==> src/rtl/busmatrix_input_hold_stage.sv <==
// Per-master input stage of the AHB bus matrix: holds an address phase the
// arbiters did not grant, stalls the master, and replays it once granted.
module busmatrix_input_hold_stage #(
    parameter int ADDR_WIDTH = 32
) (
    input  logic                  HCLK,
    input  logic                  HRESET,
    input  logic                  HSELS,
    input  logic [ADDR_WIDTH-1:0] HADDRS,
    input  logic [1:0]            HTRANSS,
    input  logic                  HWRITES,
    input  logic [2:0]            HSIZES,
    input  logic [2:0]            HBURSTS,
    input  logic [3:0]            HPROTS,
    input  logic                  HMASTLOCKS,
    input  logic                  HREADYS,
    input  logic                  active_trans,
    input  logic                  HREADYOUTM,
    input  logic                  HRESPM,
    output logic                  sel_out,
    output logic [ADDR_WIDTH-1:0] addr_out,
    output logic [1:0]            trans_out,
    output logic                  write_out,
    output logic [2:0]            size_out,
    output logic [2:0]            burst_out,
    output logic [3:0]            prot_out,
    output logic                  mastlock_out,
    output logic                  req_port,
    output logic                  HREADYOUTS,
    output logic                  HRESPS
);

    typedef enum logic [1:0] {
        ST_IDLE = 2'd0,
        ST_PEND = 2'd1,
        ST_DATA = 2'd2
    } state_t;

    state_t                  state_reg;
    logic [ADDR_WIDTH-1:0]   addr_reg;
    logic [1:0]              trans_reg;
    logic                    write_reg;
    logic [2:0]              size_reg;
    logic [2:0]              burst_reg;
    logic [3:0]              prot_reg;
    logic                    mastlock_reg;

    logic                    trans_valid;
    logic                    capture;

    // Only NONSEQ/SEQ transfers that the master is actually issuing count.
    assign trans_valid = HSELS & HTRANSS[1] & HREADYS;

    always_comb begin
        capture = 1'b0;
        case (state_reg)
            ST_IDLE: capture = trans_valid & ~active_trans;
            ST_DATA: capture = HREADYOUTM & trans_valid & ~active_trans;
            default: capture = 1'b0;
        endcase
    end

    always_ff @(posedge HCLK) begin
        if (HRESET) begin
            state_reg    <= ST_IDLE;
            addr_reg     <= '0;
            trans_reg    <= '0;
            write_reg    <= 1'b0;
            size_reg     <= '0;
            burst_reg    <= '0;
            prot_reg     <= '0;
            mastlock_reg <= 1'b0;
        end else begin
            if (capture) begin
                addr_reg     <= HADDRS;
                trans_reg    <= HTRANSS;
                write_reg    <= HWRITES;
                size_reg     <= HSIZES;
                burst_reg    <= HBURSTS;
                prot_reg     <= HPROTS;
                mastlock_reg <= HMASTLOCKS;
            end
            case (state_reg)
                ST_IDLE: begin
                    if (trans_valid)
                        state_reg <= active_trans ? ST_DATA : ST_PEND;
                end
                ST_PEND: begin
                    if (active_trans)
                        state_reg <= ST_DATA;
                end
                ST_DATA: begin
                    if (HREADYOUTM) begin
                        if (!trans_valid)
                            state_reg <= ST_IDLE;
                        else if (!active_trans)
                            state_reg <= ST_PEND;
                    end
                end
                default: state_reg <= ST_IDLE;
            endcase
        end
    end

    // While pending, the arbiters see the held transfer; otherwise the live bus.
    always_comb begin
        if (state_reg == ST_PEND) begin
            sel_out      = 1'b1;
            addr_out     = addr_reg;
            trans_out    = trans_reg;
            write_out    = write_reg;
            size_out     = size_reg;
            burst_out    = burst_reg;
            prot_out     = prot_reg;
            mastlock_out = mastlock_reg;
        end else begin
            sel_out      = HSELS;
            addr_out     = HADDRS;
            trans_out    = HTRANSS;
            write_out    = HWRITES;
            size_out     = HSIZES;
            burst_out    = HBURSTS;
            prot_out     = HPROTS;
            mastlock_out = HMASTLOCKS;
        end
    end

    assign req_port = sel_out & trans_out[1];

    always_comb begin
        HREADYOUTS = 1'b1;
        HRESPS     = 1'b0;
        case (state_reg)
            ST_PEND: HREADYOUTS = 1'b0;
            ST_DATA: begin
                HREADYOUTS = HREADYOUTM;
                HRESPS     = HRESPM;
            end
            default: begin
                HREADYOUTS = 1'b1;
                HRESPS     = 1'b0;
            end
        endcase
    end

endmodule

==> config.mk <==
export PLATFORM = sky130hd
export DESIGN_NAME = busmatrix_input_hold_stage
export DESIGN_NICKNAME = d
export VERILOG_FILES = /design/src/rtl/busmatrix_input_hold_stage.sv
export SDC_FILE = /design/constraint.sdc
export NUM_CORES = 1
export LEC_CHECK = 0
export CORE_UTILIZATION = 45
export CTS_CLUSTER_DIAMETER = 50
export CTS_CLUSTER_SIZE = 8
export DETAILED_ROUTE_END_ITERATION = 8
export DONT_BUFFER_PORTS = 1
export PLACE_DENSITY = 0.66
export SYNTH_ARGS = -nofsm -noshare
export SYNTH_HDL_FRONTEND = slang
export SYNTH_SLANG_ARGS = --single-unit
export TNS_END_PERCENT = 10
==> constraint.sdc <==
create_clock -name HCLK -period 3.2 [get_ports HCLK]
set_clock_uncertainty 0.05 [all_clocks]
set_input_delay 0.32 -clock HCLK [delete_from_list [all_inputs] [get_ports HCLK]]
set_output_delay 0.32 -clock HCLK [all_outputs]
set_load 0.02 [all_outputs]
==> Word-level counts from Yosys, hierarchy flattened <==
Index checks and enable logic that the tools add are counted.
{ "op_classes": {"eq_ne": 6, "muxes": 18, "bitwise": 7, "n_reduce_logical": 2} }
{ "op_table": {"columns": ["cell", "n"], "rows": [
  ["$mux W32", 1],
  ["$mux W2", 7],
  ["$and A1 B1 Y1", 6],
  ["$mux W3", 2],
  ["$ne A2 B2 Y1 const B", 3],
  ["$pmux W2 S3", 1],
  ["$mux W1", 4],
  ["$mux W4", 1],
  ["$pmux W1 S2", 2],
  ["$reduce_and A4 Y1", 1],
  ["$ne A3 B3 Y1 const B", 1],
  ["$eq A2 B1 Y1 const B", 1],
  ["$eq A2 B2 Y1 const B", 1],
  ["$logic_not A2 Y1", 1],
  ["$not A1 Y1", 1]
]} }
{ "word_totals": {"ff_bits": 48, "input_bits": 53, "out_inout_bits": 50, "word_cells": 41} }

==> Depth between registers and ports, before layout <==
Gate-level depths: netlist of run 1.
{ "logic_depth": {"word_depth": 5, "mapped_depth": 5} }

==> Worst setup path after synthesis of run 1 <==
No wires, ideal clock.
{ "synth_path": {"path_kind": "flip-flop to output port", "startpoint": "reg state_reg[0]", "endpoint": "out addr_out[0]", "arrival_time_ns": 1.131, "t_required_ns": 2.830, "path_slack_ns": 1.699, "path_stages_with_launch": 6, "path_buffers": 2, "path_cell_list": "dfxtp_1 nor2b_1 buf_2 buf_2 nand2_1 nand2_1"} }
{ "synth_via": {"elab_chain_len": 2} }
{ "synth_rtl": {"columns": ["item", "line_no", "text"], "rows": [
  ["start, declared", "39", "state_t state_reg;"],
  ["start signal, assigned", "86", "state_reg <= active_trans ? ST_DATA : ST_PEND;"],
  ["$eq A2 B1 Y1", "107", "if (state_reg == ST_PEND) begin"],
  ["$mux W32", "107", null],
  ["end, declared", "21", "output logic [ADDR_WIDTH-1:0] addr_out,"]
]} }
Every way passes these cells.

==> Final worst setup path of run 1 <==
{ "layout_path": {"startpoint": "reg state_reg[1]", "endpoint": "out req_port"} }
{ "layout_via": {"elab_chain_len": 3, "elab_cells_between_ends": 4, "cone_classes": "eq/ne (1); mux (2); bitwise (1)"} }
{ "layout_rtl": {"columns": ["item", "line_no", "text"], "rows": [
  ["$eq A2 B1 Y1 (*)", "107", null],
  ["$mux W1 / $mux W2 (equally long branches)", "107", null],
  ["$and A1 B1 Y1 (*)", "128", "assign req_port = sel_out & trans_out[1];"],
  ["end, declared", "28", "output logic req_port,"]
]} }
Mark *: on every way between the ends. The rest lies on a longest branch, timed or not.

==> summary.txt, run 1 <==
Finish
  • Max reg flops: 32
  • Post-route cell area: approximately 2900 sq um
  • Area Overhead vs Synth: 2.41%
  • Final Util: 48.2%
  • # diodes: 0
  • Share of layout cells above drive strength 1: under 10%
  • Final #Nets: 402

Place
  • # port buffers: 0
  • Final GP Congestion: 0.686
  • Post-DP HPWL: 3750 microns
  • Setup WS pre-CTS: 1.14 ns
  • Placed cell areas: 2760 sq um

Synthesis
  • Synth Net Count: 417
  • Async set-reset flop share out of synthesis: 0%
  • Yosys top cell by area: dfxtp_1
  • Most frequent cells after synthesis: nand2_1, nand2b_1, dfxtp_1, mux2i_1, clkbuf_1
  • Synth unique cells: 20
  • Yosys reg bits: 48
  • Gate Count Post-Synth: 364
  • Ys Warns: 0
  • Synth top area cells: dfxtp_1, nand2b_1, nand2_1
  • Most frequent cell after synthesis: nand2_1
  • Top cell type's share of synthesized area: 34.3%
  • Post-synth EDFFs: 0
  • Post-synthesis sequential area ratio: 34.3%
  • Syn avg cell area: 7.69 sq um
  • Ys flop type: dfxtp_1
  • Mapped cell area: 2800 sq um

Clock network
  • CTS buffer count: 5
  • Worst-path clk slew: 0.09 ns
  • Post-CTS setup buffer count: 0
  • Clock sink count: 48
  • Root buffer cell: clkbuf_8
  • H-tree level count: 2
  • Clock Tree Buf Depth: 2
  • Worst skew pair latency: 0.29 ns
  • Hold Buf Count CTS: 0
  • CTS resizes: 0
  • CTS tree: done

Die
  • Die X: 80.9 microns
  • Core box area: 5960 sq um
  • Starting Density: 47.0%
  • Die area: 6540 sq um
  • Row count: 28
  • I/O pins: 103
  • Die Ht: 80.9 microns

Pwr
  • VDD IR max: 0.261 mV
  • PnR Total Power: 0.00120 W
  • Leak Pwr: roughly 1.2 nW
  • PD cells: 419 nW/um^2

Global route
  • Initial antenna violation count: 0
  • Vias in the first global route: 1,936
  • Largest net degree at the start of global routing: 94
  • Total grt overflow: 0
  • Total track usage: 16.6%
  • First-pass GRT wire length: 8470 microns

Worst setup path
  • CP required: 2.83 ns
  • CP Max Fanout: 49
  • Crit path launch type: flop
  • Setup CP Type: flop to primary output
  • Arr. time, crit path: a little over 2 ns
  • CP Capture Type: primary output

Route
  • Final ANT Viol Nets: 0
  • DRC viols: 0
  • Initial DRC count: 63
  • WL/cell: between 10 and 15 microns
  • DRT Wirelength: 5630 microns
  • DRT Pass-1 Iters: 5
  • Vias: 2,126
  • Via/cell ratio: 5.00

Timing
  • Maximum clock frequency: 0.418 GHz
  • Final Setup Violations: 0
  • Setup WS post-layout: 0.808 ns
  • Max Transition Viols Final: 0
  • Hold Vio Cnt, Final: 0
  • Final setup TNS: 0 ns
  • Slew @ Worst Pin: 0.983 ns
  • Slew margin rel.: around a third
  • Post-route minimum period: 2.39 ns
  • Unrepaired setup endpoints after global routing: no
  • Final period util: 74.7%

Flow run
  • Max Cap Violations: 0

Run status
  • Outcome: complete, no violations

Hold path
  • Min-delay worst type: primary input to flop
## critical path, cell delays in order (launching register included)
cell,delay (ns)
dfxtp_1,0.50
nand2b_2,0.84
nand3_1,0.16
nand2_1,0.22
## power by group
group | switching [W] | internal (W)
clock | 0.000196 | 0.000232
sequential | 0.00000764 | 0.000610
combinational | 0.000100 | 0.0000551
total | 0.000304 | 0.000897
## path summary, 6_finish.rpt
check	slack, ns	to	depth (start not counted)	startpoint
worst max-delay path	0.81	req_port	3	state_reg[1]$_SDFFE_PP0P_
worst min-delay path	0.08	trans_reg[1]$_SDFFE_PP0P_	1	HRESET
worst max register to register	1.27	state_reg[1]$_SDFFE_PP0P_	3	state_reg[1]$_SDFFE_PP0P_
worst min register to register	0.40	trans_reg[1]$_SDFFE_PP0P_	2	trans_reg[1]$_SDFFE_PP0P_
## kinds of logic after synthesis
group	after synthesis	share of synthesized area [%]
compound gates	6	1.74
buf+inv	27	6.48
flops	48	34.3
mux	45	16.1
simple gates	238	41.4
## layer usage
layer	vias to the layer above	wire, microns	GRT usage, %
met3	6	457	5.96
met2	61	2620	30.1
met4	0	57	4.82
met1	960	2490	18.0
li1	1099	-	-
met5	-	0	0
## stage by stage
| step | std cells | hold slack (ns) |
|---|---|---|
| floorplan | 364 | 0.376 |
| global placement | 417 | 0.347 |
| detailed placement | 417 | 0.349 |
| CTS | 425 | 0.0222 |
| global route | 425 | 0.0190 |
| finish | 425 | 0.0784 |
## cell usage in the layout, fill, tap and decap left out
| cell | instances |
|---|---|
| nand2_1 | 139 |
| nand2b_1 | 92 |
| dfxtp_1 | 48 |
| mux2i_1 | 45 |
| clkbuf_8 | 5 |
| buf_4 | 3 |
| inv_1 | 2 |
| a21oi_1 | 2 |
| nor2b_4 | 1 |
| nand2b_2 | 1 |
| nor3b_1 | 1 |
| nor2_1 | 1 |
| and3b_1 | 1 |
| nand3_1 | 1 |
| nand4b_4 | 1 |
| a211oi_4 | 1 |
| a211o_1 | 1 |
| a21boi_0 | 1 |
| o21ba_2 | 1 |
| clkbuf_1 | 1 |
| bufinv_16 | 1 |
| clkinv_2 | 1 |
## area by class of cell
type	instances	area (sq um)
Fill cell	605	3090
Sequential cell	48	961
Multi-Input combinational cell	289	1680
Tap cell	75	93.8
Clock inverter	2	35.0
Inverter	2	7.51
Clock buffer	6	72.6
Timing Repair Buffer	3	22.5
Power figures use the tool's default switching activity.
==> run 2, diff against run 1 <==
clock period = 2.4 ns   (was 3.2 ns; I/O delays follow)
==> run 2 against run 1 <==
  * Global-route usage decreased by 0.15 points
  * Highest routed layer unchanged
  * Clock power increased by 6.1%
  * Worst hold slack worse by 0.041 ns
  * Count of clock-buffer cells in the layout decreased by 1
  * Final cell count grew 0.47%
  * Critical path type unchanged
  * Non-clock buffer count increased by 3
  * Utilization grew 0.40 points
==> summary.txt, run 2 (synthesis results as in run 1) <==
Run status
  • Outcome: complete, no violations (unchanged)

Worst setup path
  • Arr. time, crit path: 1.76 ns (was 2.02 ns)
  • R2R Setup Slk: 0.89 ns (was 1.27 ns)
  • CP required: 2.11 ns (was 2.83 ns)
  • Setup CP Type: flop to primary output (unchanged)
  • CP Max Fanout: 25 (was 49)
  • CP Capture Type: primary output (unchanged)
  • Crit path launch type: flop (unchanged)

Finish
  • Area Overhead vs Synth: 3.26% (was 2.41%)
  • Final #Nets: 405 (was 402)
  • # diodes: 0 (unchanged)
  • Commonest non-fill, non-tap cell in the layout: nand2_1 (unchanged)
  • Commonest cells after routing, fill and taps aside: nand2_1, nand2b_1, dfxtp_1, mux2i_1, clkbuf_8 (unchanged)
  • Max reg flops: 32 (unchanged)
  • Final Util: 48.6% (was 48.2%)
  • Share of layout cells above drive strength 1: 4.83% (was 4.29%)
  • Filler Cell Count: 591 (was 605)

Place
  • Post-DP HPWL: 3770 microns (was 3750 microns)
  • # port buffers: 0 (unchanged)
  • Final GP Congestion: 0.696 (was 0.686)
  • Setup WS pre-CTS: 0.663 ns (was 1.14 ns)

Clock network
  • CTS buffer count: 5 (unchanged)
  • Clock sink count: 48 (unchanged)
  • Worst skew pair latency: 0.29 ns (about the same)
  • Post-CTS setup buffer count: 0 (unchanged)
  • Clock Tree Buf Depth: 2 (unchanged)
  • CTS resizes: 0 (unchanged)
  • Worst-path clk slew: 0.09 ns (about the same)
  • Root buffer cell: clkbuf_8 (unchanged)
  • CTS tree: done (unchanged)
  • H-tree level count: 2 (unchanged)

Die
  • Die Ht: 80.9 microns (unchanged)
  • I/O pins: 103 (unchanged)
  • Die X: 80.9 microns (unchanged)
  • Row count: 28 (unchanged)
  • Die area: 6540 sq um (unchanged)
  • Starting Density: 47.0% (unchanged)
  • Core box area: 5960 sq um (unchanged)

Timing
  • Final period util: a little under nine tenths
  • Final Setup Violations: 0 (unchanged)
  • Slew @ Worst Pin: 0.581 ns (was 0.983 ns)
  • Slew margin rel.: 61.2% (was 34.4%)
  • Unrepaired setup endpoints after global routing: no (unchanged)
  • Maximum clock frequency: a little under 0.5 GHz
  • Hold Vio Cnt, Final: 0 (unchanged)
  • Final setup TNS: 0 ns (unchanged)
  • Setup WS post-layout: 0.345 ns (was 0.808 ns)
  • Post-route minimum period: 2.05 ns
  • Max Transition Viols Final: 0 (unchanged)

Global route
  • Vias in the first global route: 1,857 (was 1,936)
  • Initial antenna violation count: 0 (unchanged)
  • Total grt overflow: 0 (unchanged)
  • First-pass GRT wire length: 8290 microns (was 8470 microns)
  • Total track usage: 16.5% (was 16.6%)
  • Largest net degree at the start of global routing: 93 (was 94)

Pwr
  • PD cells: 515 nW/um^2 (was 419 nW/um^2)
  • VDD IR max: 0.191 mV (was 0.261 mV)
  • Leak Pwr: 1.18 nW (was 1.17 nW)

Hold path
  • Min-delay worst type: primary input to flop (unchanged)

Route
  • DR top layer: met4 (unchanged)
  • Initial DRC count: 64 (was 63)
  • WL/cell: 12.9 microns (was 13.2 microns)
  • DRT Pass-1 Iters: 4 (was 5)
  • Met3 wire length: 352 microns (was 457 microns)
  • Metal2 WL: 2550 microns (was 2620 microns)
  • DRT Wirelength: 5490 microns (was 5630 microns)
  • Final ANT Viol Nets: 0 (unchanged)
  • M1 WL: 2520 microns (was 2490 microns)
  • Via/cell ratio: 4.94 (was 5.00)
  • DRC viols: 0 (unchanged)
  • Vias: 2,109 (was 2,126)

Flow run
  • Max Cap Violations: 0 (unchanged)
==> run 2: metrics by stage <==
stage,instance area [sq um],std cells,total power [W],hold WS [ns]
floorplan,2800,364,0.00105,0.345
global placement,2800,419,0.00105,0.269
detailed placement,2800,419,0.00105,0.270
CTS,2890,427,0.00152,0.0258
global route,2890,427,0.00157,0.0237
finish,2890,427,0.00149,0.0371
==> run 2: final cells by class <==
type	instances	area, sq um	share of cell area (%)
inverter	2	7.51	0.260
sequential	48	961	33.2
timing repair buffer	6	72.6	2.51
multi-input combinational	289	1680	57.9
clock buffer	5	68.8	2.38
tap	75	93.8	3.25
clock inverter	2	12.5	0.433
==> run 2: path summary, 6_finish.rpt <==
kind                          endpoint  depth (start not counted)                       from
max reg2reg  addr_reg[10]$_SDFFE_PP0P_                          4  state_reg[0]$_SDFFE_PP0P_
min             write_reg$_SDFFE_PP0P_                          2                    HWRITES
min reg2reg  trans_reg[1]$_SDFFE_PP0P_                          2  trans_reg[1]$_SDFFE_PP0P_
max                       trans_out[1]                          4  state_reg[0]$_SDFFE_PP0P_
==> run 2: repair_timing <==
| action | in CTS | in global routing |
|---|---|---|
| hold buffers | 1 | 0 |
| hold endpoints to repair | 2 | 0 |
| setup endpoints to repair | 0 | 0 |
==> run 2: report_power, final <==
group / leakage, nW / total [W] / switching, W / internal, W
sequential: 0.388 / 0.000824 / 0.0000106 / 0.000814
combinational: 0.750 / 0.000212 / 0.000133 / 0.0000784
clock: 0.0400 / 0.000454 / 0.000257 / 0.000197
total: 1.18 / 0.00149 / 0.000401 / 0.00109
==> run 2: layer usage <==
| metal | vias to the layer above | GRT usage, % |
|---|---|---|
| met4 | 0 | 5.00 |
| met2 | 67 | 28.9 |
| met3 | 7 | 4.83 |
| li1 | 1104 | - |
| met1 | 931 | 19.2 |
| met5 | - | 0 |
==> run 2: worst max-delay path, stage by stage (launching register included) <==
cell and delay (ns):
dfxtp_1 0.41, nor2b_4 0.55, buf_12 0.24, nand2_1 0.08, nand2_1 0.17
==> run 3, diff against run 2 <==
CORE_UTILIZATION = 25   (was 45)
PLACE_DENSITY = 0.44   (was 0.66)
==> run 3 against run 2 <==
  * Global-route usage fell by 5.8 points
  * Routed wire length rose by 11%
  * Clock power rose by 42%
  * Worst hold slack got worse by 0.0058 ns
  * Combinational power barely moved
  * Non-clock buffer count rose by 1
  * Sequential share of layout area fell by 1.3 points
  * First-iteration DRC count rose by 94%
  * Die area rose by 78%
==> summary.txt, run 3 (synthesis results as in run 1) <==
Run status
  • Outcome: complete, no violations (unchanged)

Worst setup path
  • CP Max Fanout: 17 (was 25)
  • Crit path launch type: flop (unchanged)
  • CP max-delay cell: nor2b_4 (unchanged)
  • CP required: 2.11 ns (about the same)
  • Crit-path leading delay family: simple AND/OR/NAND/NOR gates (unchanged)
  • Setup CP Type: flop to primary output (unchanged)
  • CP max stage delay: 0.49 ns (was 0.55 ns)
  • Worst path cell trace: nor2b_4, buf_4, nand2_1, nand2_1 (was nor2b_4, buf_12, nand2_1, nand2_1)
  • Cell mode on critical path: nand2_1 (unchanged)
  • WP buf/inv: 1 (unchanged)
  • CP Capture Type: primary output (unchanged)
  • Arr. time, crit path: 1.73 ns (was 1.76 ns)

Route
  • Initial DRC count: 124 (was 64)
  • Via/cell ratio: 4.26 (was 4.94)
  • DRC viols: 0 (unchanged)
  • Vias: 2,103 (was 2,109)
  • DRT Pass-1 Iters: 4 (unchanged)
  • WL/cell: 12.3 microns (was 12.9 microns)
  • DRT Wirelength: 6090 microns (was 5490 microns)
  • Final ANT Viol Nets: 0 (unchanged)

Flow run
  • Max Cap Violations: 0 (unchanged)

Place
  • # port buffers: 0 (unchanged)
  • Post-DP HPWL: 4210 microns (was 3770 microns)
  • Final GP Congestion: 0.670 (was 0.696)
  • Placed insts: 485 (was 419)

Clock network
  • CTS resizes: 0 (unchanged)
  • H-tree level count: 2 (unchanged)
  • CTS buffer count: 5 (unchanged)
  • Worst skew pair latency: 0.30 ns (was 0.29 ns)
  • Worst-path clk slew: 0.09 ns (about the same)
  • Root buffer cell: clkbuf_8 (unchanged)
  • Post-CTS setup buffer count: 0 (unchanged)
  • Clock Tree Buf Depth: 2 (unchanged)
  • Clock sink count: 48 (unchanged)
  • CTS tree: done (unchanged)
  • Hold Buf Count CTS: 1 (unchanged)

Timing
  • Max Transition Viols Final: 0 (unchanged)
  • Slew @ Worst Pin: 0.587 ns (was 0.581 ns)
  • Final period util: 84.3% (was 85.6%)
  • Post-route minimum period: 2.02 ns (was 2.05 ns)
  • Slew margin rel.: 60.9% (was 61.2%)
  • Unrepaired setup endpoints after global routing: no (unchanged)
  • Final setup TNS: 0 ns (unchanged)
  • Hold Vio Cnt, Final: 0 (unchanged)
  • Final Setup Violations: 0 (unchanged)
  • Maximum clock frequency: 0.494 GHz (was 0.487 GHz)

Die
  • I/O pins: 103 (unchanged)
  • Die X: 108 microns (was 80.9 microns)
  • Core box area: 10,900 sq um (was 5960 sq um)
  • Die area: 11,600 sq um (was 6540 sq um)
  • Row count: 38 (was 28)
  • Die Ht: 108 microns (was 80.9 microns)
  • Starting Density: 25.7% (was 47.0%)

Pwr
  • PnR Total Power: 0.00168 W (was 0.00149 W)
  • PD cells: 558 nW/um^2 (was 515 nW/um^2)
  • VDD IR max: 0.318 mV (was 0.191 mV)
  • Leak Pwr: 1.20 nW (was 1.18 nW)

Global route
  • Vias in the first global route: 1,904 (was 1,857)
  • First-pass GRT wire length: 9620 microns (was 8290 microns)
  • Initial antenna violation count: 0 (unchanged)
  • Total grt overflow: 0 (unchanged)
  • Total track usage: 10.7% (was 16.5%)
  • Largest net degree at the start of global routing: 93 (unchanged)

Hold path
  • Min-delay worst type: primary input to flop (unchanged)

Finish
  • Final #Nets: 406 (was 405)
  • Commonest cells after routing, fill and taps aside: nand2_1, nand2b_1, dfxtp_1, mux2i_1, clkbuf_8 (unchanged)
  • Final Util: 27.7% (was 48.6%)
  • Max reg flops: 32 (unchanged)
  • Area Overhead vs Synth: 7.60% (was 3.26%)
  • # diodes: 0 (unchanged)
  • Commonest non-fill, non-tap cell in the layout: nand2_1 (unchanged)
  • Share of layout cells above drive strength 1: 5.37% (was 4.83%)
  • Post-route insts no fill: 494 (was 427)
-- run 3: changes by cell type in the layout (fill, tap and decap cells not counted), sizes merged --
cell and change:
buf +1, bufinv +1, clkbuf +2, clkinv -1, clkinvlp -1
-- run 3: worst paths after layout --
check,start,end,slack (ns),cells after the start
max,state_reg[0]$_SDFFE_PP0P_,addr_out[23],0.38,4
min,HBURSTS[1],burst_reg[1]$_SDFFE_PP0P_,0.03,2
max reg2reg,state_reg[0]$_SDFFE_PP0P_,prot_reg[2]$_SDFFE_PP0P_,0.71,4
min reg2reg,trans_reg[1]$_SDFFE_PP0P_,trans_reg[1]$_SDFFE_PP0P_,0.40,2
-- run 3: power breakdown --
| part | internal [W] | total [W] | switching [W] |
|---|---|---|---|
| logic | 0.0000773 | 0.000212 | 0.000134 |
| registers | 0.000814 | 0.000824 | 0.0000105 |
| clock network | 0.000368 | 0.000646 | 0.000278 |
| total | 0.00126 | 0.00168 | 0.000423 |
-- run 3: worst register-to-register path, cell delays in order, from the launching register on --
cell and delay, ns:
dfxtp_1 0.37, nand4b_4 0.22, a211oi_4 0.18, buf_4 0.51, mux2i_1 0.29
-- run 3: cell type report --
cell class	instances	area [sq um]
clock buffers	7	96.3
clock inverters	1	30.0
repair buffers	7	67.6
flip-flops and latches	48	961
multi-input cells	289	1680
fillers	1190	7880
well taps	140	175
inverters	2	7.51
-- run 3: metrics by stage --
stage	hold WS [ns]	setup slack [ns]	instance area, sq um
final	0.0312	0.377	3010
after global routing	0.0144	0.203	3010
after detailed placement	0.275	0.673	2880
after CTS	0.0155	0.319	3010
after floorplan	0.345	0.979	2800
after global placement	0.268	0.744	2880
-- run 3: per-layer routing --
layer,track usage (%),vias to the layer above,part of all wire [%]
met5,0,-,0
met4,3.82,0,1.1
met3,2.66,5,6.0
met2,17.6,62,46
met1,13.3,930,46
li1,-,1106,-
